File: src/rtl/hero_sprite_indexer_pkg.sv
// Shared defaults and types for the running-hero sprite indexer.
package hero_sprite_pkg;

  localparam int DEF_SPR_W      = 32;
  localparam int DEF_SPR_H      = 48;
  localparam int DEF_FRAMES     = 4;
  localparam int DEF_FRAME_HOLD = 6;
  localparam int DEF_ADDR_W     = 13;

  // Palette index 0 is the green chroma key.
  localparam logic [2:0] TRANSPARENT_IDX = 3'd0;

  // Pixel coordinate relative to the hero's top-left corner.
  typedef logic signed [10:0] rel_coord_t;

  function automatic int width_of(input int n);
    return (n > 1) ? $clog2(n) : 1;
  endfunction

endpackage

File: src/rtl/hero_anim_ctr.sv
// Running-animation sequencer: each animation frame is held for FRAME_HOLD video frames.
module hero_anim_ctr
  import hero_sprite_pkg::*;
#(
  parameter int FRAMES     = DEF_FRAMES,
  parameter int FRAME_HOLD = DEF_FRAME_HOLD,
  parameter int FRAME_W    = width_of(DEF_FRAMES)
) (
  input  logic               clk,
  input  logic               rst_n,
  input  logic               frame_start,
  input  logic               running,
  output logic [FRAME_W-1:0] frame
);

  localparam int HOLD_W = width_of(FRAME_HOLD);

  logic [HOLD_W-1:0] hold;

  // Standing pose snaps back to frame 0 on the next vertical blank.
  always_ff @(posedge clk or negedge rst_n) begin
    if (!rst_n) begin
      hold  <= '0;
      frame <= '0;
    end else if (frame_start) begin
      if (!running) begin
        hold  <= '0;
        frame <= '0;
      end else if (hold == HOLD_W'(FRAME_HOLD - 1)) begin
        hold  <= '0;
        frame <= (frame == FRAME_W'(FRAMES - 1)) ? '0 : frame + 1'b1;
      end else begin
        hold <= hold + 1'b1;
      end
    end
  end

endmodule

File: src/rtl/hero_sprite_indexer.sv
// Per-pixel hero sprite lookup: bounding-box test, ROM addressing with mirroring,
// and a 3-stage pipeline (address, external ROM, output) to the palette stage.
module hero_sprite_indexer
  import hero_sprite_pkg::*;
#(
  parameter int SPR_W      = DEF_SPR_W,
  parameter int SPR_H      = DEF_SPR_H,
  parameter int FRAMES     = DEF_FRAMES,
  parameter int FRAME_HOLD = DEF_FRAME_HOLD,
  parameter int ADDR_W     = DEF_ADDR_W
) (
  input  logic              clk,
  input  logic              rst_n,
  input  logic              frame_start,
  input  logic              pix_valid,
  input  logic [9:0]        draw_x,
  input  logic [9:0]        draw_y,
  input  logic [9:0]        hero_x,
  input  logic [9:0]        hero_y,
  input  logic              running,
  input  logic              facing_left,
  output logic [ADDR_W-1:0] rom_addr,
  input  logic [2:0]        rom_data,
  output logic              out_valid,
  output logic [2:0]        out_index,
  output logic              out_opaque
);

  localparam int FRAME_W = width_of(FRAMES);

  logic [9:0]         hx_l;
  logic [9:0]         hy_l;
  logic               facing_l;
  logic [FRAME_W-1:0] frame;
  rel_coord_t         rel_x;
  rel_coord_t         rel_y;
  logic               inbox;
  logic [9:0]         col;
  logic [31:0]        addr_full;
  logic               valid_q;
  logic               inbox_q;
  logic               valid_q2;
  logic               inbox_q2;

  hero_anim_ctr #(
    .FRAMES     (FRAMES),
    .FRAME_HOLD (FRAME_HOLD),
    .FRAME_W    (FRAME_W)
  ) u_anim (
    .clk         (clk),
    .rst_n       (rst_n),
    .frame_start (frame_start),
    .running     (running),
    .frame       (frame)
  );

  // Position and facing only change at vertical blank so a frame never tears.
  always_ff @(posedge clk or negedge rst_n) begin
    if (!rst_n) begin
      hx_l     <= '0;
      hy_l     <= '0;
      facing_l <= 1'b0;
    end else if (frame_start) begin
      hx_l     <= hero_x;
      hy_l     <= hero_y;
      facing_l <= facing_left;
    end
  end

  assign rel_x = $signed({1'b0, draw_x}) - $signed({1'b0, hx_l});
  assign rel_y = $signed({1'b0, draw_y}) - $signed({1'b0, hy_l});

  assign inbox = !rel_x[10] && (rel_x[9:0] < 10'(SPR_W)) &&
                 !rel_y[10] && (rel_y[9:0] < 10'(SPR_H));

  assign col = facing_l ? (10'(SPR_W - 1) - rel_x[9:0]) : rel_x[9:0];

  assign addr_full = 32'(frame) * 32'(SPR_W * SPR_H)
                   + 32'(rel_y[9:0]) * 32'(SPR_W)
                   + 32'(col);

  always_ff @(posedge clk or negedge rst_n) begin
    if (!rst_n) begin
      rom_addr <= '0;
      valid_q  <= 1'b0;
      inbox_q  <= 1'b0;
      valid_q2 <= 1'b0;
      inbox_q2 <= 1'b0;
    end else begin
      rom_addr <= inbox ? addr_full[ADDR_W-1:0] : '0;
      valid_q  <= pix_valid;
      inbox_q  <= inbox;
      valid_q2 <= valid_q;
      inbox_q2 <= inbox_q;
    end
  end

  // rom_data now holds the word for the pixel in stage 2.
  always_ff @(posedge clk or negedge rst_n) begin
    if (!rst_n) begin
      out_valid  <= 1'b0;
      out_index  <= TRANSPARENT_IDX;
      out_opaque <= 1'b0;
    end else begin
      out_valid  <= valid_q2;
      out_index  <= (valid_q2 && inbox_q2) ? rom_data : TRANSPARENT_IDX;
      out_opaque <= valid_q2 && inbox_q2 && (rom_data != TRANSPARENT_IDX);
    end
  end

endmodule

File: config.mk
export PLATFORM = sky130hd
export DESIGN_NAME = hero_sprite_indexer
export DESIGN_NICKNAME = d
export VERILOG_FILES = /design/src/rtl/hero_sprite_indexer_pkg.sv /design/src/rtl/hero_anim_ctr.sv /design/src/rtl/hero_sprite_indexer.sv
export SDC_FILE = /design/constraint.sdc
export NUM_CORES = 1
export LEC_CHECK = 0
export CORE_MARGIN = 4
export CORE_UTILIZATION = 40
export CTS_CLUSTER_SIZE = 16
export DETAILED_ROUTE_END_ITERATION = 16
export PLACE_DENSITY = 0.77
export SLEW_MARGIN = 20
export SYNTH_ARGS = -nofsm -noshare
export SYNTH_HDL_FRONTEND = slang
export SYNTH_SLANG_ARGS = --single-unit
File: constraint.sdc
create_clock -name clk -period 4.6 [get_ports clk]
set_input_delay 0.92 -clock clk [delete_from_list [all_inputs] [get_ports clk]]
set_output_delay 0.92 -clock clk [all_outputs]
set_load 0.005 [all_outputs]
==> metrics.log, run 1 <==
INFO  metric run_status = completed
INFO  metric ratio_of_cells_with_drive_above_1_in_the_final_layout = approximately 21%
INFO  metric ant_nets = 0
INFO  metric cts_sink_cnt = 48
INFO  metric drv_slew = 0
INFO  metric cell_type_with_the_highest_aggregate_area_in_the_netlist = sky130_fd_sc_hd__dfrtp_1
INFO  metric worst_r2r_path_cells = 19
INFO  metric worst_pin_slew = 0.8603 ns
INFO  metric fmaxAchievable = approximately 230 MHz
INFO  metric residual_drc = 0
INFO  metric layout_worst_path_cycle_share = 95.68%
INFO  metric synth_warnings = 0
INFO  metric gp_congestion = 0.7912
INFO  metric vias_per_cell = a little under 5
INFO  metric fin_skew = 0.01191 ns
INFO  metric clockBufferDepth = 2
INFO  metric synth_cell_types = 48
INFO  metric synth-edff-count = 0
INFO  metric netlist_area = 3236 sq um
INFO  metric worst_path_maximum_fanout = 5
INFO  metric timing.max_slew.rel_slack = about 42%
INFO  metric timing.critical_path.to_type = register
INFO  metric grt_antenna_before_repair = 0
INFO  metric grt_pass1_vias = 2,641
INFO  metric total_wire_length = approximately 7 mm
INFO  metric htree_depth = 2
INFO  metric placed_cell_area = 4204 sq um
INFO  metric postCtsHoldBufs = 0
INFO  metric die_area = about 9600 sq um
INFO  metric avgRoutedWirePerCell = 13.08 um
INFO  metric die_w = just under 100 um
INFO  metric detailedRoute.firstPassIterationCount = 4
INFO  metric postLayoutCellArea = 4487 sq um
INFO  metric peakVddDrop = roughly 0.00017 V
INFO  metric power = about 1.7 mW
INFO  metric grt_max_degree = 49
INFO  metric holdCritPathClass = reg2reg
INFO  metric floorplan.initialDensity = between 40 and 50%
INFO  metric synth_area_leaders = sky130_fd_sc_hd__dfrtp_1, sky130_fd_sc_hd__ha_1, sky130_fd_sc_hd__xnor2_1
INFO  metric worstSetupPathType = in2reg
INFO  metric synth_async_sr_flop_share = 100.0%
INFO  metric pwr_density_cell = approximately 390 nW/um^2
INFO  metric dr.first_iter.drc_count = 80
INFO  metric synth_seq_cells = 48
INFO  metric floorplan.die.height = between 90 and 100 um
INFO  metric mostFrequentLayoutCells = sky130_fd_sc_hd__clkdlybuf4s50_1, sky130_fd_sc_hd__dfrtp_1, sky130_fd_sc_hd__buf_4, sky130_fd_sc_hd__inv_1
INFO  metric io_buffers = 66
INFO  metric core_area = 7807 sq um
INFO  metric pin_count = 67
INFO  metric synthDominantCellAreaShare = 37.12%
INFO  metric synth_top_flop_cell = sky130_fd_sc_hd__dfrtp_1
INFO  metric critical_path.startpoint = draw_x[4]
INFO  metric min-delay-start = valid_q$_DFF_PN0_
INFO  metric remaining_global_route_overflow = 0
INFO  metric critPathRequiredTime = ~4.8 ns
INFO  metric timing.rr.start = hx_l[3]$_DFFE_PN0P_
INFO  metric dpl.hpwl = 5.455 mm
INFO  metric p_leak = 2.086 nW
INFO  metric flow.area_growth_from_synthesis = 38.67%
INFO  metric cts_buffers = 5
INFO  metric final.setup.tns = 0 ns
INFO  metric worst_skew_pair.late_latency = slightly above 0.3 ns
INFO  metric period_needed = 4.402 ns
INFO  metric cts.root.buffer_cell = sky130_fd_sc_hd__clkbuf_8
INFO  metric final_nets = approximately 520
INFO  metric setup-violations-final = 0
INFO  metric detailroute.via_count = between 2,000 and 3,000
INFO  metric groute.usage.overall = between 10 and 15%
INFO  metric synthesis.nets = 422
INFO  metric hold-path-endpoint = valid_q2$_DFF_PN0_
INFO  metric first_pass_grt_wire_length = approximately 12 mm
INFO  metric worst-r2r-setup-slack = about 0.71 ns
INFO  metric critical_path.reg2reg.endpoint = rom_addr[12]$_DFF_PN0_
INFO  metric mapped_cells = around 330
INFO  metric cts_tree = done
INFO  metric insertedDiodeCount = 0
INFO  metric whs_path_depth = 0
INFO  metric crit_arrival = between 4 and 5 ns
INFO  metric placementRows = 32
INFO  metric hold_ws = around 0.36 ns
INFO  metric synth_sequential_area_ratio = between 30% and 40%
INFO  metric timing.final.hold_violations = 0
INFO  metric max_cap_viol_count = 0
INFO  metric clock_transition_at_the_registers_of_the_reported_paths = ~0.09 ns
INFO  metric start_kind = input pin
INFO  metric mostFrequentLayoutCell = sky130_fd_sc_hd__clkdlybuf4s50_1
INFO  metric avgSynthCellArea = approximately 9.7 sq um
==> cells by family after synthesis <==
logic type,count (synthesis),synth area share (%)
AND/OR/NAND/NOR,90,15.55
AO/OA/AOI/OAI,75,15.47
buffers and inverters,48,6.535
flip-flops,48,37.12
adder cells (fa/ha/maj),40,16.40
XOR/XNOR,28,7.579
multiplexers,4,1.353
==> critical path, cell delays in order <==
cell and delay [ns]:
sky130_fd_sc_hd__clkdlybuf4s50_1 0.40, sky130_fd_sc_hd__ha_1 0.22, sky130_fd_sc_hd__buf_4 0.16, sky130_fd_sc_hd__or3b_2 0.47
sky130_fd_sc_hd__o2111ai_2 0.11, sky130_fd_sc_hd__nor3_2 0.07, sky130_fd_sc_hd__ha_1 0.23, sky130_fd_sc_hd__nand2b_1 0.17
sky130_fd_sc_hd__xnor2_1 0.15, sky130_fd_sc_hd__ha_1 0.34, sky130_fd_sc_hd__fa_2 0.38, sky130_fd_sc_hd__a21oi_2 0.15
sky130_fd_sc_hd__nor2_1 0.06, sky130_fd_sc_hd__a211o_1 0.23, sky130_fd_sc_hd__a21oi_2 0.15, sky130_fd_sc_hd__xnor2_1 0.14
sky130_fd_sc_hd__xnor2_1 0.13, sky130_fd_sc_hd__nor3_1 0.05
==> per-layer routing <==
metal,global-route usage [%],part of all wire [%],up-vias
li1,-,-,1337
met1,17.75,44,1229
met2,26.34,50,61
met3,3.071,4.3,11
met4,4.047,1.5,0
met5,0,0,-
==> stage by stage <==
| step | setup slack [ns] | cells | util (%) |
|---|---|---|---|
| floorplan | 0.02605 | 333 | - |
| global placement | -0.3970 | 523 | 53.85 |
| detailed placement | -0.5305 | 523 | 53.85 |
| CTS | 0.03861 | 534 | 56.09 |
| global route | -0.004016 | 535 | 57.47 |
| finish | 0.1985 | 535 | 57.47 |
==> timing repair <==
item,in CTS,in global routing
pin swaps,16,18
endpoints found under the hold margin,0,0
buffers inserted,3,1
resized for setup,12,16
setup endpoints to repair,2,2
==> how the worst max path moves through the flow <==
stage	cells after the start	to	slack [ns]
5_1_grt	22	rom_addr[12]$_DFF_PN0_	-0.004
2_1_floorplan	21	rom_addr[12]$_DFF_PN0_	0.03
3_5_place_dp	22	rom_addr[12]$_DFF_PN0_	-0.53
4_1_cts	18	rom_addr[12]$_DFF_PN0_	0.04
6_report	18	rom_addr[12]$_DFF_PN0_	0.20
3_3_place_gp	22	rom_addr[12]$_DFF_PN0_	-0.40
==> flip-flops by register name, summed over array words and instances, names as in the netlist, 2 cells and up <==
register,flops
u_anim.frame,2
hy_l,10
rom_addr,13
out_index,3
hx_l,10
u_anim.hold,3
==> power breakdown <==
| group | internal, mW | total, mW | switching, mW |
|---|---|---|---|
| sequential | 0.463 | 0.487 | 0.0245 |
| clock | 0.164 | 0.312 | 0.149 |
| combinational | 0.498 | 0.945 | 0.447 |
==> cells in the mapped netlist (2+ instances only) <==
cell / n
sky130_fd_sc_hd__a211o_1: 2
sky130_fd_sc_hd__a211oi_1: 2
sky130_fd_sc_hd__a21o_1: 8
sky130_fd_sc_hd__a21oi_1: 14
sky130_fd_sc_hd__a31oi_1: 2
sky130_fd_sc_hd__and3_1: 5
sky130_fd_sc_hd__buf_6: 4
sky130_fd_sc_hd__clkbuf_1: 6
sky130_fd_sc_hd__dfrtp_1: 48
sky130_fd_sc_hd__fa_1: 4
sky130_fd_sc_hd__ha_1: 36
sky130_fd_sc_hd__inv_1: 36
sky130_fd_sc_hd__mux2_2: 3
sky130_fd_sc_hd__nand2_1: 30
sky130_fd_sc_hd__nand2b_1: 5
sky130_fd_sc_hd__nand3_1: 5
sky130_fd_sc_hd__nand3b_1: 3
sky130_fd_sc_hd__nand4_1: 2
sky130_fd_sc_hd__nor2_1: 11
sky130_fd_sc_hd__nor2b_1: 2
sky130_fd_sc_hd__nor3_1: 10
sky130_fd_sc_hd__nor3_2: 6
sky130_fd_sc_hd__nor3b_2: 3
sky130_fd_sc_hd__o2111ai_1: 2
sky130_fd_sc_hd__o211ai_2: 2
sky130_fd_sc_hd__o21ai_0: 31
sky130_fd_sc_hd__o21bai_1: 2
sky130_fd_sc_hd__o22ai_1: 2
sky130_fd_sc_hd__or3_1: 2
sky130_fd_sc_hd__xnor2_1: 20
sky130_fd_sc_hd__xor2_1: 8
==> final cells by class <==
| class | count | area (sq um) |
|---|---|---|
| clock buffers | 5 | 68.82 |
| clock inverters | 3 | 46.29 |
| fillers | 685 | 3321 |
| inverters | 36 | 135.1 |
| multi-input cells | 237 | 1958 |
| flip-flops and latches | 48 | 1201 |
| well taps | 102 | 127.6 |
| repair buffers | 104 | 949.7 |
Note: power is estimated with default switching activity, not from simulation.
==> run 2, diff against run 1 <==
--- a/config.mk
+++ b/config.mk
@@ -10,6 +10,7 @@
 export CTS_CLUSTER_SIZE = 16
 export DETAILED_ROUTE_END_ITERATION = 16
 export PLACE_DENSITY = 0.77
+export SKIP_CTS_REPAIR_TIMING = 1
 export SLEW_MARGIN = 20
 export SYNTH_ARGS = -nofsm -noshare
 export SYNTH_HDL_FRONTEND = slang
==> metrics.log, run 2 (synthesis results as in run 1) <==
INFO  metric run_status = completed (unchanged)
INFO  metric worst-r2r-setup-slack = 0.68 ns (was 0.71 ns)
INFO  metric crit_path_top_delay_cell = sky130_fd_sc_hd__fa_1 (was sky130_fd_sc_hd__or3b_2)
INFO  metric power.share.sequential = 27.8% (was 27.9%)
INFO  metric clockBufferDepth = 2 (unchanged)
INFO  metric grt_max_degree = 49 (unchanged)
INFO  metric footprint_of_the_flip_flops_and_latches = 1201 sq um (unchanged)
INFO  metric dr.first_iter.drc_count = 54 (was 80)
INFO  metric whs_path_depth = 0 (unchanged)
INFO  metric layout_worst_path_cycle_share = 96.20% (was 95.68%)
INFO  metric cts_buffers = 5 (unchanged)
INFO  metric residual_drc = 0 (unchanged)
INFO  metric die_area = 9592 sq um (unchanged)
INFO  metric placementRows = 32 (unchanged)
INFO  metric hold-path-endpoint = valid_q2$_DFF_PN0_ (unchanged)
INFO  metric timing.rr.start = hx_l[0]$_DFFE_PN0P_ (was hx_l[3]$_DFFE_PN0P_)
INFO  metric groute.usage.overall = 14.51% (was 14.68%)
INFO  metric layout_top_registers = rom_addr x13, hx_l x10, hy_l x10 (unchanged)
INFO  metric critical_path.reg2reg.endpoint = rom_addr[12]$_DFF_PN0_ (unchanged)
INFO  metric crit_arrival = 4.58 ns (was 4.55 ns)
INFO  metric final_nets = 521 (unchanged)
INFO  metric largest-register = rom_addr (unchanged)
INFO  metric detailroute.via_count = 2,644 (was 2,638)
INFO  metric power = 1.751 mW (was 1.745 mW)
INFO  metric timing.final.hold_violations = 0 (unchanged)
INFO  metric die_w = 97.94 um (unchanged)
INFO  metric min-delay-start = valid_q$_DFF_PN0_ (unchanged)
INFO  metric detailedRoute.firstPassIterationCount = 4 (unchanged)
INFO  metric insertedDiodeCount = 0 (unchanged)
INFO  metric flow.area_growth_from_synthesis = 38.90% (was 38.67%)
INFO  metric total_wire_length = 7.133 mm (was 7.000 mm)
INFO  metric cts_tree = done (unchanged)
INFO  metric mostFrequentLayoutCell = sky130_fd_sc_hd__clkdlybuf4s50_1 (unchanged)
INFO  metric timing.critical_path.to_type = register (unchanged)
INFO  metric p_switching = 0.6280 mW (was 0.6205 mW)
INFO  metric cpPeakStageDelay = 0.45 ns (was 0.47 ns)
INFO  metric clock_transition_at_the_registers_of_the_reported_paths = 0.09 ns (about the same)
INFO  metric grt_antenna_before_repair = 0 (unchanged)
INFO  metric ant_nets = 0 (unchanged)
INFO  metric cellInternalPower = 1.123 mW (was 1.124 mW)
INFO  metric worst_skew_pair.late_latency = 0.31 ns (about the same)
INFO  metric period_needed = 4.425 ns (was 4.402 ns)
INFO  metric filler_instances = 687 (was 685)
INFO  metric worstSetupPathType = in2reg (unchanged)
INFO  metric avgRoutedWirePerCell = 13.33 um (was 13.08 um)
INFO  metric floorplan.die.height = 97.94 um (unchanged)
INFO  metric flip_flop_count_of_the_largest_register_after_layout = 13 (unchanged)
INFO  metric mostFrequentLayoutCells = sky130_fd_sc_hd__clkdlybuf4s50_1, sky130_fd_sc_hd__dfrtp_1, sky130_fd_sc_hd__buf_4, sky130_fd_sc_hd__inv_1, sky130_fd_sc_hd__ha_1 (was sky130_fd_sc_hd__clkdlybuf4s50_1, sky130_fd_sc_hd__dfrtp_1, sky130_fd_sc_hd__buf_4, sky130_fd_sc_hd__inv_1)
INFO  metric worst_r2r_path_cells = 20 (was 19)
INFO  metric hold_ws = 0.3572 ns (was 0.3577 ns)
INFO  metric cts_sink_cnt = 48 (unchanged)
INFO  metric first_pass_grt_wire_length = 11.62 mm (was 11.74 mm)
INFO  metric io_buffers = 66 (unchanged)
INFO  metric pwr_density_cell = 389.5 nW/um^2 (was 388.9 nW/um^2)
INFO  metric start_kind = input pin (unchanged)
INFO  metric timing.max_slew.rel_slack = 42.03% (was 42.47%)
INFO  metric post-route-util = 57.56% (was 57.47%)
INFO  metric p_leak = 2.089 nW (was 2.086 nW)
INFO  metric drv_slew = 0 (unchanged)
INFO  metric floorplan.initialDensity = 41.44% (unchanged)
INFO  metric p_sw_share = 35.87% (was 35.56%)
INFO  metric worst_pin_slew = 0.8670 ns (was 0.8603 ns)
INFO  metric max_cap_viol_count = 0 (unchanged)
INFO  metric relative_contribution_of_combinational_cells_to_total_power = 54.4% (was 54.2%)
INFO  metric pin_count = 67 (unchanged)
INFO  metric share_clk_of_total_power = 17.8% (was 17.9%)
INFO  metric holdCritPathClass = reg2reg (unchanged)
INFO  metric peakVddDrop = 0.0001689 V (was 0.0001659 V)
INFO  metric fmaxAchievable = 226.0 MHz (was 227.2 MHz)
INFO  metric worst_path_maximum_fanout = 8 (was 5)
INFO  metric setup-violations-final = 0 (unchanged)
INFO  metric remaining_global_route_overflow = 0 (unchanged)
INFO  metric path_cells = clkdlybuf4s50_1 -> ha_1 -> buf_4 -> nand3_1 -> o211ai_2 -> a2111oi_4 -> nor3_2 -> nand2b_4 -> o21ai_2 -> xor2_1 -> fa_1 -> inv_2 -> ha_4 -> nand2_2 -> nor2_1 -> a211o_1 -> a21oi_2 -> xnor2_1 -> xnor2_1 -> nor3_1 (was clkdlybuf4s50_1 -> ha_1 -> buf_4 -> or3b_2 -> o2111ai_2 -> nor3_2 -> ha_1 -> nand2b_1 -> xnor2_1 -> ha_1 -> fa_2 -> a21oi_2 -> nor2_1 -> a211o_1 -> a21oi_2 -> xnor2_1 -> xnor2_1 -> nor3_1)
INFO  metric cts.root.buffer_cell = sky130_fd_sc_hd__clkbuf_8 (unchanged)
INFO  metric multi_input_area = 1964 sq um (was 1958 sq um)
INFO  metric grt_pass1_vias = 2,607 (was 2,641)
INFO  metric htree_depth = 2 (unchanged)
INFO  metric gp_congestion = 0.7912 (unchanged)
INFO  metric crit_top_cell = sky130_fd_sc_hd__xnor2_1
INFO  metric dpl.hpwl = 5.455 mm (unchanged)
INFO  metric final.setup.tns = 0 ns (unchanged)
INFO  metric ratio_of_cells_with_drive_above_1_in_the_final_layout = 21.48% (was 20.79%)
INFO  metric core_area = 7807 sq um (unchanged)
INFO  metric critPathRequiredTime = 4.75 ns (about the same)
INFO  metric fin_skew = 0.009840 ns (was 0.01191 ns)
INFO  metric vias_per_cell = 4.942 (was 4.931)
-- run 2: area by class of cell --
| cell class | instances | share of cell area (%) |
|---|---|---|
| clock buffer | 5 | 1.531 |
| clock inverter | 3 | 1.030 |
| inverter | 36 | 3.007 |
| multi-input combinational | 237 | 43.71 |
| sequential | 48 | 26.73 |
| tap | 102 | 2.840 |
| timing repair buffer | 104 | 21.16 |
-- run 2: metrics by stage --
step,worst slack [ns],instance area [sq um],std cells
CTS,-0.2531,4319,531
global placement,-0.3970,4204,523
floorplan,0.02605,3242,333
global route,-0.02267,4494,535
detailed placement,-0.5305,4204,523
finish,0.1749,4494,535
-- run 2: worst max-delay path: cells and delay by family --
family / cells / cell delay [ns]
xor+xnor: 3 / 0.47
fa+ha+maj: 3 / 0.97
simple gates: 6 / 0.52
compound gates: 5 / 1.02
buf+inv: 3 / 0.66
-- run 2: power by group through the flow --
stage | clock (mW) | sequential, mW | combinational (mW)
2_1_floorplan | 0 | 0.488 | 0.582
4_1_cts | 0.322 | 0.487 | 0.879
3_3_place_gp | 0 | 0.492 | 0.849
6_report | 0.312 | 0.487 | 0.952
3_5_place_dp | 0 | 0.496 | 0.869
5_1_grt | 0.340 | 0.492 | 1.06
-- run 2: worst max path at each step --
stage | from | end | slack [ns]
after detailed placement | draw_x[0] | rom_addr[12]$_DFF_PN0_ | -0.53
after global routing | draw_x[4] | rom_addr[12]$_DFF_PN0_ | -0.02
final | draw_x[4] | rom_addr[12]$_DFF_PN0_ | 0.17
after global placement | draw_x[0] | rom_addr[12]$_DFF_PN0_ | -0.40
after floorplan | draw_x[0] | rom_addr[12]$_DFF_PN0_ | 0.03
after CTS | draw_x[0] | rom_addr[12]$_DFF_PN0_ | -0.25
-- run 2: layer usage --
| layer | wire length (um) | vias to the layer above | share of wire, % | GRT usage [%] |
|---|---|---|---|---|
| met2 | 3591 | 64 | 50 | 25.71 |
| li1 | - | 1334 | - | - |
| met1 | 3125 | 1234 | 44 | 17.80 |
| met5 | 0 | - | 0 | 0 |
| met4 | 111 | 0 | 1.6 | 4.047 |
| met3 | 304 | 12 | 4.3 | 3.071 |
==> run 3, diff against run 2 <==
--- a/config.mk
+++ b/config.mk
@@ -5,10 +5,13 @@
 export SDC_FILE = /design/constraint.sdc
 export NUM_CORES = 1
 export LEC_CHECK = 0
+export ABC_CLOCK_PERIOD_IN_PS = 4600
 export CORE_MARGIN = 4
 export CORE_UTILIZATION = 40
+export CTS_CLUSTER_DIAMETER = 40
 export CTS_CLUSTER_SIZE = 16
 export DETAILED_ROUTE_END_ITERATION = 16
+export MAX_ROUTING_LAYER = met4
 export PLACE_DENSITY = 0.77
 export SKIP_CTS_REPAIR_TIMING = 1
 export SLEW_MARGIN = 20
==> metrics.log, run 3 (synthesis results as in run 1) <==
INFO  metric path_buf_inv = 2 (was 3)
INFO  metric flow.area_growth_from_synthesis = 38.90% (unchanged)
INFO  metric grt_max_degree = 49 (unchanged)
INFO  metric filler_instances = 687 (unchanged)
INFO  metric floorplan.initialDensity = 41.44% (unchanged)
INFO  metric layout_worst_path_cycle_share = 96.32% (was 96.20%)
INFO  metric worstSetupPathType = in2reg (unchanged)
INFO  metric cts_tree = done (unchanged)
INFO  metric detailedRoute.firstPassIterationCount = 4 (unchanged)
INFO  metric critPathRequiredTime = 4.75 ns (about the same)
INFO  metric core_area = 7807 sq um (unchanged)
INFO  metric cts_sink_cnt = 48 (unchanged)
INFO  metric fin_skew = 0.01082 ns (was 0.009840 ns)
INFO  metric residual_drc = 0 (unchanged)
INFO  metric period_needed = 4.431 ns (was 4.425 ns)
INFO  metric flip_flop_count_of_the_largest_register_after_layout = 13 (unchanged)
INFO  metric worst_skew_pair.late_latency = 0.30 ns (was 0.31 ns)
INFO  metric crit_path_top_delay_cell = sky130_fd_sc_hd__clkdlybuf4s50_1 (was sky130_fd_sc_hd__fa_1)
INFO  metric io_buffers = 66 (unchanged)
INFO  metric worst_slack = 0.1691 ns (was 0.1749 ns)
INFO  metric ant_nets = 0 (unchanged)
INFO  metric remaining_global_route_overflow = 0 (unchanged)
INFO  metric avgRoutedWirePerCell = 13.27 um (was 13.33 um)
INFO  metric cts_buffers = 5 (unchanged)
INFO  metric die_area = 9592 sq um (unchanged)
INFO  metric mostFrequentLayoutCells = sky130_fd_sc_hd__clkdlybuf4s50_1, sky130_fd_sc_hd__dfrtp_1, sky130_fd_sc_hd__buf_4, sky130_fd_sc_hd__inv_1, sky130_fd_sc_hd__ha_1 (unchanged)
INFO  metric grt_antenna_before_repair = 0 (unchanged)
INFO  metric p_leak = 2.089 nW (unchanged)
INFO  metric pin_count = 67 (unchanged)
INFO  metric path_cells = clkdlybuf4s50_1 -> ha_1 -> nor2b_1 -> o2111ai_2 -> nand3_2 -> and3_4 -> or2_2 -> buf_4 -> xnor2_1 -> ha_1 -> fa_2 -> a21oi_2 -> nor2_1 -> a211o_1 -> a21oi_2 -> xnor2_1 -> xnor2_1 -> nor3_1 (was clkdlybuf4s50_1 -> ha_1 -> buf_4 -> nand3_1 -> o211ai_2 -> a2111oi_4 -> nor3_2 -> nand2b_4 -> o21ai_2 -> xor2_1 -> fa_1 -> inv_2 -> ha_4 -> nand2_2 -> nor2_1 -> a211o_1 -> a21oi_2 -> xnor2_1 -> xnor2_1 -> nor3_1)
INFO  metric final_nets = 521 (unchanged)
INFO  metric insertedDiodeCount = 0 (unchanged)
INFO  metric cpPeakStageDelay = 0.45 ns (about the same)
INFO  metric worst_path_maximum_fanout = 3 (was 8)
INFO  metric dr.first_iter.drc_count = 54 (unchanged)
INFO  metric clock_transition_at_the_registers_of_the_reported_paths = 0.09 ns (about the same)
INFO  metric pwr_density_cell = 389.4 nW/um^2 (was 389.5 nW/um^2)
INFO  metric layout_top_registers = rom_addr x13, hx_l x10, hy_l x10 (unchanged)
INFO  metric holdCritPathClass = reg2reg (unchanged)
INFO  metric cts.root.buffer_cell = sky130_fd_sc_hd__clkbuf_8 (unchanged)
INFO  metric detailedPlace.worstSlack = -0.5305 ns (unchanged)
INFO  metric vias_per_cell = 4.959 (was 4.942)
INFO  metric floorplan.die.height = 97.94 um (unchanged)
INFO  metric largest-register = rom_addr (unchanged)
INFO  metric timing.critical_path.to_type = register (unchanged)
INFO  metric detailroute.via_count = 2,653 (was 2,644)
INFO  metric timing.final.hold_violations = 0 (unchanged)
INFO  metric die_w = 97.94 um (unchanged)
INFO  metric mostFrequentLayoutCell = sky130_fd_sc_hd__clkdlybuf4s50_1 (unchanged)
INFO  metric htree_depth = 2 (unchanged)
INFO  metric first_pass_grt_wire_length = 11.62 mm (unchanged)
INFO  metric post-route-util = 57.56% (unchanged)
INFO  metric worst_path_dominant_cell_family = adder cells (was compound AO/OA/AOI/OAI gates)
INFO  metric drv_slew = 0 (unchanged)
INFO  metric crit_arrival = 4.58 ns (about the same)
INFO  metric crit_top_cell = sky130_fd_sc_hd__xnor2_1 (unchanged)
INFO  metric max_cap_viol_count = 0 (unchanged)
INFO  metric worst_pin_slew = 0.8666 ns (was 0.8670 ns)
INFO  metric gp_congestion = 0.8024 (was 0.7912)
INFO  metric dpl.hpwl = 5.455 mm (unchanged)
INFO  metric groute.usage.overall = 14.95% (was 14.51%)
INFO  metric placementRows = 32 (unchanged)
INFO  metric total_wire_length = 7.099 mm (was 7.133 mm)
INFO  metric fmaxAchievable = 225.7 MHz (was 226.0 MHz)
INFO  metric run_status = completed (unchanged)
INFO  metric peakVddDrop = 0.0001689 V (about the same)
INFO  metric clockBufferDepth = 2 (unchanged)
INFO  metric timing.max_slew.rel_slack = 42.06% (was 42.03%)
INFO  metric setup-violations-final = 0 (unchanged)
INFO  metric grt_pass1_vias = 2,607 (unchanged)
INFO  metric start_kind = input pin (unchanged)
INFO  metric ratio_of_cells_with_drive_above_1_in_the_final_layout = 21.48% (unchanged)
-- run 3: cell counts in the layout (fill, tap and decap cells not counted) --
Identical to the previous run, type by type.
-- run 3: where the power goes --
part	internal [mW]	switching (mW)	leakage [nW]
Clock	0.164	0.147	0.0548
Combinational	0.496	0.456	1.42
Sequential	0.463	0.0245	0.618
-- run 3: layer usage --
layer / part of all wire [%] / up-vias / GRT usage, %
met1: 44 / 1242 / 18.02
met5: 0 / - / -
met2: 51 / 64 / 25.71
met3: 4.4 / 10 / 2.714
met4: 1.5 / 0 / 4.047
li1: - / 1337 / -
-- run 3: path summary, 6_finish.rpt --
kind                                      from                     end  slack [ns]  depth (start not counted)
max                                  draw_x[1]  rom_addr[12]$_DFF_PN0_        0.17                         18
min in group asynchronous                rst_n     hx_l[3]$_DFFE_PN0P_        0.62                          1
min                          valid_q$_DFF_PN0_      valid_q2$_DFF_PN0_        0.36                          0
max reg2reg                hx_l[0]$_DFFE_PN0P_  rom_addr[12]$_DFF_PN0_        0.68                         20
max in group asynchronous                rst_n     hy_l[3]$_DFFE_PN0P_        3.58                          1
min reg2reg                  valid_q$_DFF_PN0_      valid_q2$_DFF_PN0_        0.36                          0
-- run 3: layout make-up --
class                      instances  area [sq um]  share of cell area (%)
multi-input combinational        237          1964                   43.71
sequential                        48          1201                   26.73
timing repair buffer             104         950.9                   21.16
inverter                          36         135.1                   3.007
tap                              102         127.6                   2.840
clock buffer                       5         68.82                   1.531
clock inverter                     3         46.29                   1.030
-- run 3: metrics by stage --
stage	power, mW	setup TNS, ns	hold WS, ns	instances	cell area, sq um
6_report	1.750	0	0.3572	535	4494
5_1_grt	1.890	-0.02266	0.3668	535	4494
4_1_cts	1.688	-0.3595	0.3597	531	4319
3_5_place_dp	1.365	-1.231	0.3379	523	4204
3_3_place_gp	1.342	-0.8069	0.3321	523	4204
2_1_floorplan	1.070	0	0.3312	333	3242
-- run 3: worst register-to-register path: cells and delay by family, from the launching register on --
| family | cells | cell delay (ns) |
|---|---|---|
| and+or+nand+nor | 5 | 0.40 |
| adders and majority gates | 4 | 1.24 |
| xor gates and xnor gates | 3 | 0.47 |
| AOI/OAI and AO/OA | 6 | 1.16 |
| DFF | 1 | 0.36 |
| buffers and inverters | 2 | 0.12 |
==> edit 1: new RTL, flow settings as in run 1 <==
The output `rom_addr` loses its register stage (`rom_addr` becomes a continuous assignment).
--- a/src/rtl/hero_sprite_indexer.sv
+++ b/src/rtl/hero_sprite_indexer.sv
@@ -82,5 +82,4 @@
   always_ff @(posedge clk or negedge rst_n) begin
     if (!rst_n) begin
-      rom_addr <= '0;
       valid_q  <= 1'b0;
       inbox_q  <= 1'b0;
@@ -88,5 +87,4 @@
       inbox_q2 <= 1'b0;
     end else begin
-      rom_addr <= inbox ? addr_full[ADDR_W-1:0] : '0;
       valid_q  <= pix_valid;
       inbox_q  <= inbox;
@@ -95,4 +93,6 @@
     end
   end
+
+  assign rom_addr = inbox ? addr_full[ADDR_W-1:0] : '0;
 
   // rom_data now holds the word for the pixel in stage 2.
Behaviour: not the same (a bounded check fails within 4 cycles, from zero or initial values and one cycle with rst_n low).
==> edit 1 against run 1 <==
The flow now finishes with violations (negative setup slack); non-clock buffer count is 44 higher; clock skew is 7.6 ps lower; total power is 6.3% higher; setup slack worse by 1100 ps; final area is 6.6% higher; wire length is 20% higher; die area is 7.8% lower; area after synthesis is 8.4% lower; sequential cell count is 13 lower; global-route usage is 3.4 points higher; synthesized cell count is 1.8% lower; core utilization is 8.9 points higher; fmax is 20% lower; largest cell class unchanged; highest routed layer unchanged.
==> edit 1: results (changes against run 1) <==
Route
  – Drt wl/cell: 14.6 um (+12%)
  – Via density: 5.10 (+3.5%)

Synth
  – Netlist cell types: 55 (+15%)
  – Synth Area per Inst: 9.06 um2 (-6.7%)
  – Syn_nets: 416 (-1.4%)
  – Seq/Total Area, Yosys: 29.6% (-7.6 points)

Setup path
  – Crit path from: draw_x[0]
  – Critical path's slowest cell: or4_4
  – Worst-path fanout max: 3 (-2)
  – Reg2Reg Launch Point: hx_l[0]$_DFFE_PN0P_
  – CP max stage delay: 420 ps (-50 ps)
  – R2R Setup Slk: 1830 ps (+1120 ps)

Placed design
  – Final HPWL DP: 5760 um (+5.6%)
  – Placed Cells: 545 (+4.2%)
  – Cell Area, Placed: 4250 um2 (+1.1%)

Finish
  – Post-route insts no fill: 573 (+7.1%)
  – Layout fillers: 570 (-17%)
  – Layout cells sized above 1: 36.3% (+16 points)
  – P&R area growth vs syn: 61.5%
  – Fin nets: 562 (+7.9%)
  – Largest regs: hx_l x10, hy_l x10

STA
  – Fin worst setup slack: -927 ps (-1130 ps)
  – Setup violators final: 6 (+6)
  – Slew headroom: 49.5% (+7.1 points)
  – Hold_ws: 356 ps (-1.64 ps)
  – Layout Skew: 4.31 ps (-7.60 ps)

CTS
  – Clock transition at the registers of the reported paths: 70 ps (-20 ps)

Run status
  – Violated checks: negative setup slack
  – Outcome: finished, violations left

GRT
  – Vias in the first global route: 2934 (+11%)
  – Tot GR Track Use: 18.1% (+3.4 points)
  – Pin count of the biggest net entering global routing: 36 (-27%)
  – First-pass GRT wire length: 12900 um (+9.9%)

Power and ir drop
  – IR drop worst, VDD: 0.000229 V (+38%)
==> edit 1: routing by layer <==
metal	routed length (um)	track usage [%]	up-vias	share of wire, %
met4	181	5.66	0	2.2
met3	411	3.21	18	4.9
met2	4560	34.6	82	54
met5	0	0	-	0
li1	-	-	1440	-
met1	3240	20.1	1385	39
==> edit 1: stage by stage <==
stage / power, mW / setup slack [ps] / setup TNS, ps
finish: 1.86 / -927 / -4350
floorplan: 0.957 / -545 / -1550
CTS: 1.70 / -997 / -4240
global route: 2.00 / -1100 / -5230
detailed placement: 1.31 / -1890 / -14940
global placement: 1.28 / -1800 / -13690
==> edit 1: area by class of cell <==
type / instances / area (um2) / share of cell area [%]
timing repair buffer: 148 / 1270 / 26.6
tap: 99 / 124 / 2.59
inverter: 38 / 155 / 3.24
clock inverter: 3 / 43.8 / 0.915
clock buffer: 5 / 68.8 / 1.44
sequential: 35 / 876 / 18.3
multi-input combinational: 245 / 2240 / 46.9
==> edit 1: path summary, 6_finish.rpt <==
check,endpoint,cells after the start
min reg2reg,valid_q2$_DFF_PN0_,0
max in group asynchronous,hx_l[1]$_DFFE_PN0P_,2
max,rom_addr[12],21
min,valid_q2$_DFF_PN0_,0
max reg2reg,inbox_q$_DFF_PN0_,12
min in group asynchronous,hy_l[0]$_DFFE_PN0P_,2
==> edit 1: kinds of logic after synthesis <==
logic type	count (synthesis)	synth area share (%)
buffers and inverters	47	6.55
adders and majority gates	40	17.9
DFF	35	29.6
AOI/OAI and AO/OA	86	19.3
xor gates and xnor gates	23	7.52
muxes	4	1.48
and+or+nand+nor	92	17.7
==> edit 1: timing repair <==
item,4_1_cts,5_1_grt
endpoints found under the hold margin,0,0
setup endpoints to repair,13,13
gates cloned,0,1
resized for setup,80,28
buffers inserted,7,13
pin swaps,29,27
==> edit 1: power breakdown <==
group	internal, mW	switching, mW
combinational	0.664	0.547
sequential	0.338	0.0219
clock	0.161	0.123
==> edit 1: worst reg2reg max path: cells and delay by family, from the launching register on <==
family | cells | cell delay (ps)
AO/OA/AOI/OAI | 3 | 590
flip-flops | 1 | 390
buffers and inverters | 4 | 490
adder cells (fa/ha/maj) | 2 | 480
AND/OR/NAND/NOR | 3 | 720
==> edit 2: new RTL, settings of run 1 <==
Without the edit above. `DEF_FRAME_HOLD`: 6 -> 8.
--- a/src/rtl/hero_sprite_indexer_pkg.sv
+++ b/src/rtl/hero_sprite_indexer_pkg.sv
@@ -5,5 +5,5 @@
   localparam int DEF_SPR_H      = 48;
   localparam int DEF_FRAMES     = 4;
-  localparam int DEF_FRAME_HOLD = 6;
+  localparam int DEF_FRAME_HOLD = 8;
   localparam int DEF_ADDR_W     = 13;
 
Formal check against the unedited RTL: not equivalent (Yosys sat finds a counterexample within 10 cycles, from zero or initial values and one cycle with rst_n low).
==> edit 2 against run 1 <==
Sequential cell count unchanged; critical path depth is the same; largest cell class unchanged; setup slack improved by 31 ps; sequential share of layout area up 0.68 points; non-clock buffer count fell by 10; cell count down 2.2%; area after synthesis decreased by 1.5%; total power fell by 4.3%; wire length up 5.5%; register-to-register slack lost 60 ps; final area shrank 2.5%; via count shrank 0.57%; core utilization is 0.85 points lower.
==> edit 2: results (changes against run 1) <==
Finish
  – Layout cells sized above 1: 19.0% (-1.8 points)
  – Fin nets: 511 (-1.9%)
  – # diodes: 0 (unchanged)
  – Largest regs: rom_addr x13, hx_l x10, hy_l x10
  – Layout fillers: 674 (-1.6%)
  – Largest Register: rom_addr

Setup path
  – Worst-path fanout max: 5 (unchanged)
  – Crit-path leading delay family: adder cells
  – R2R Setup Slk: 650 ps (-60 ps)
  – R2R Path End: rom_addr[12]$_DFF_PN0_
  – FF-to-FF path depth: 19 (unchanged)
  – Arrival @ worst endpoint: 4560 ps (about the same)
  – CP max stage delay: 400 ps (-70 ps)
  – Critical path's slowest cell: clkdlybuf4s50_1
  – Reg2Reg Launch Point: hx_l[5]$_DFFE_PN0P_

Min path
  – HP Class: register to register
  – Hold Startpoint: valid_q$_DFF_PN0_
  – Min-Delay Endpoint: valid_q2$_DFF_PN0_
  – Hold Path Depth: 0 (unchanged)

Route
  – Drt wl/cell: 14.1 um (+7.9%)
  – DRT iter0 DRCs: 104 (+30%)
  – First-pass detailed-route iteration total: 4 (unchanged)
  – Via count: 2623 (-0.57%)

Synth
  – Commonest cells post-synth: 48 x dfrtp_1, 41 x inv_1, 38 x ha_1
  – Area contributors post-synth: dfrtp_1 38%, ha_1 15%, inv_1 4.8%, xnor2_1 4.7%, o21ai_0 4.4%
  – Seq/Total Area, Yosys: 37.7% (+0.57 points)
  – Fraction of registers with async set/reset: 100% (unchanged)
  – Netlist cell types: 52 (+8.3%)
  – Yosys warning count: 0 (unchanged)
  – Syn_nets: 420 (-0.47%)

GRT
  – Initial antenna violation count: 0 (unchanged)
  – Vias in the first global route: 2669 (+1.1%)
  – Tot GR Track Use: 15.5% (+0.86 points)
  – Grt ovf: 0 (unchanged)
  – Pin count of the biggest net entering global routing: 49 (unchanged)
  – First-pass GRT wire length: 12200 um (+4.3%)

STA
  – Slew headroom: 52.5% (+10 points)
  – Layout Skew: 12.0 ps (+0.121 ps)
  – Hold_ws: 358 ps (+0.0490 ps)

CTS
  – CTS Buf Count: 5 (unchanged)
  – Max Buffers Root-to-Sink: 2 (unchanged)
  – Root Buffer Master: clkbuf_8
  – Clock transition at the registers of the reported paths: 90 ps (about the same)
  – CTS H-Tree Depth: 2 (unchanged)
  – Skew-Pair Late Insertion Delay: 310 ps (about the same)

Power and ir drop
  – P_int: 1.05 mW (-6.5%)
  – Leakage power: 2.08 nW (-0.20%)
  – IR drop worst, VDD: 0.000164 V (-1.4%)

Placed design
  – GP Congestion: 0.849 (+7.2%)
  – Pre-CTS WS: -392 ps (+138 ps)
  – Port bufs: 66 (unchanged)
  – Final HPWL DP: 5460 um (+0.13%)
  – Cell Area, Placed: 4100 um2 (-2.6%)

Run status
  – Outcome: complete, no violations
[edit 2: cell count changes after synthesis, sizes merged, moves of 3 or more]
cell / delta
xnor2: -3
nor2: +15
inv: +6
nand2: -7
nor3: -13
[edit 2: worst max-delay path by stage]
stage                                         to  slack (ps)       from
after CTS                 rom_addr[12]$_DFF_PN0_           4  draw_x[0]
after global routing      rom_addr[12]$_DFF_PN0_          -4  draw_x[2]
after global placement    rom_addr[12]$_DFF_PN0_        -260  draw_x[0]
after floorplan           rom_addr[12]$_DFF_PN0_         180  draw_x[0]
after detailed placement  rom_addr[12]$_DFF_PN0_        -390  draw_x[0]
final                     rom_addr[12]$_DFF_PN0_         230  draw_x[2]
[edit 2: power by group through the flow]
stage | logic (mW) | clock network, mW | registers (mW)
6_report | 0.926 | 0.264 | 0.480
5_1_grt | 1.02 | 0.292 | 0.485
4_1_cts | 0.826 | 0.273 | 0.480
3_5_place_dp | 0.795 | 0 | 0.489
3_3_place_gp | 0.767 | 0 | 0.486
2_1_floorplan | 0.521 | 0 | 0.484
[edit 2: kinds of logic after synthesis]
| kind of cell | synth area share, % |
|---|---|
| buf+inv | 6.67 |
| compound gates | 15.8 |
| flops | 37.7 |
| xor+xnor | 7.42 |
| mux | 1.06 |
| simple gates | 13.9 |
| fa+ha+maj | 17.4 |
[edit 2: repair_timing]
action,4_1_cts,5_1_grt
gates resized for setup,5,27
pin swaps,4,20
gates cloned,0,0
buffers inserted,1,3
hold buffers,0,0
setup endpoints to repair,1,2
[edit 2: per-layer routing]
metal,GRT usage [%],vias up,wire (um)
li1,-,1294,-
met1,19.4,1238,3140
met2,27.1,75,3760
met3,2.51,16,321
met4,5.64,0,169
met5,0,-,0
[edit 2: cell type report]
class / count / area (um2) / share of cell area [%]
tap: 102 / 128 / 2.92
inverter: 42 / 158 / 3.60
timing repair buffer: 94 / 878 / 20.1
sequential: 48 / 1200 / 27.5
clock buffer: 5 / 68.8 / 1.57
clock inverter: 3 / 23.8 / 0.543
multi-input combinational: 229 / 1920 / 43.8
[edit 2: stage by stage]
step	setup TNS, ps	std cells
floorplan	0	329
global placement	-367	511
detailed placement	-640	511
CTS	0	520
global route	-4.50	523
finish	0	523
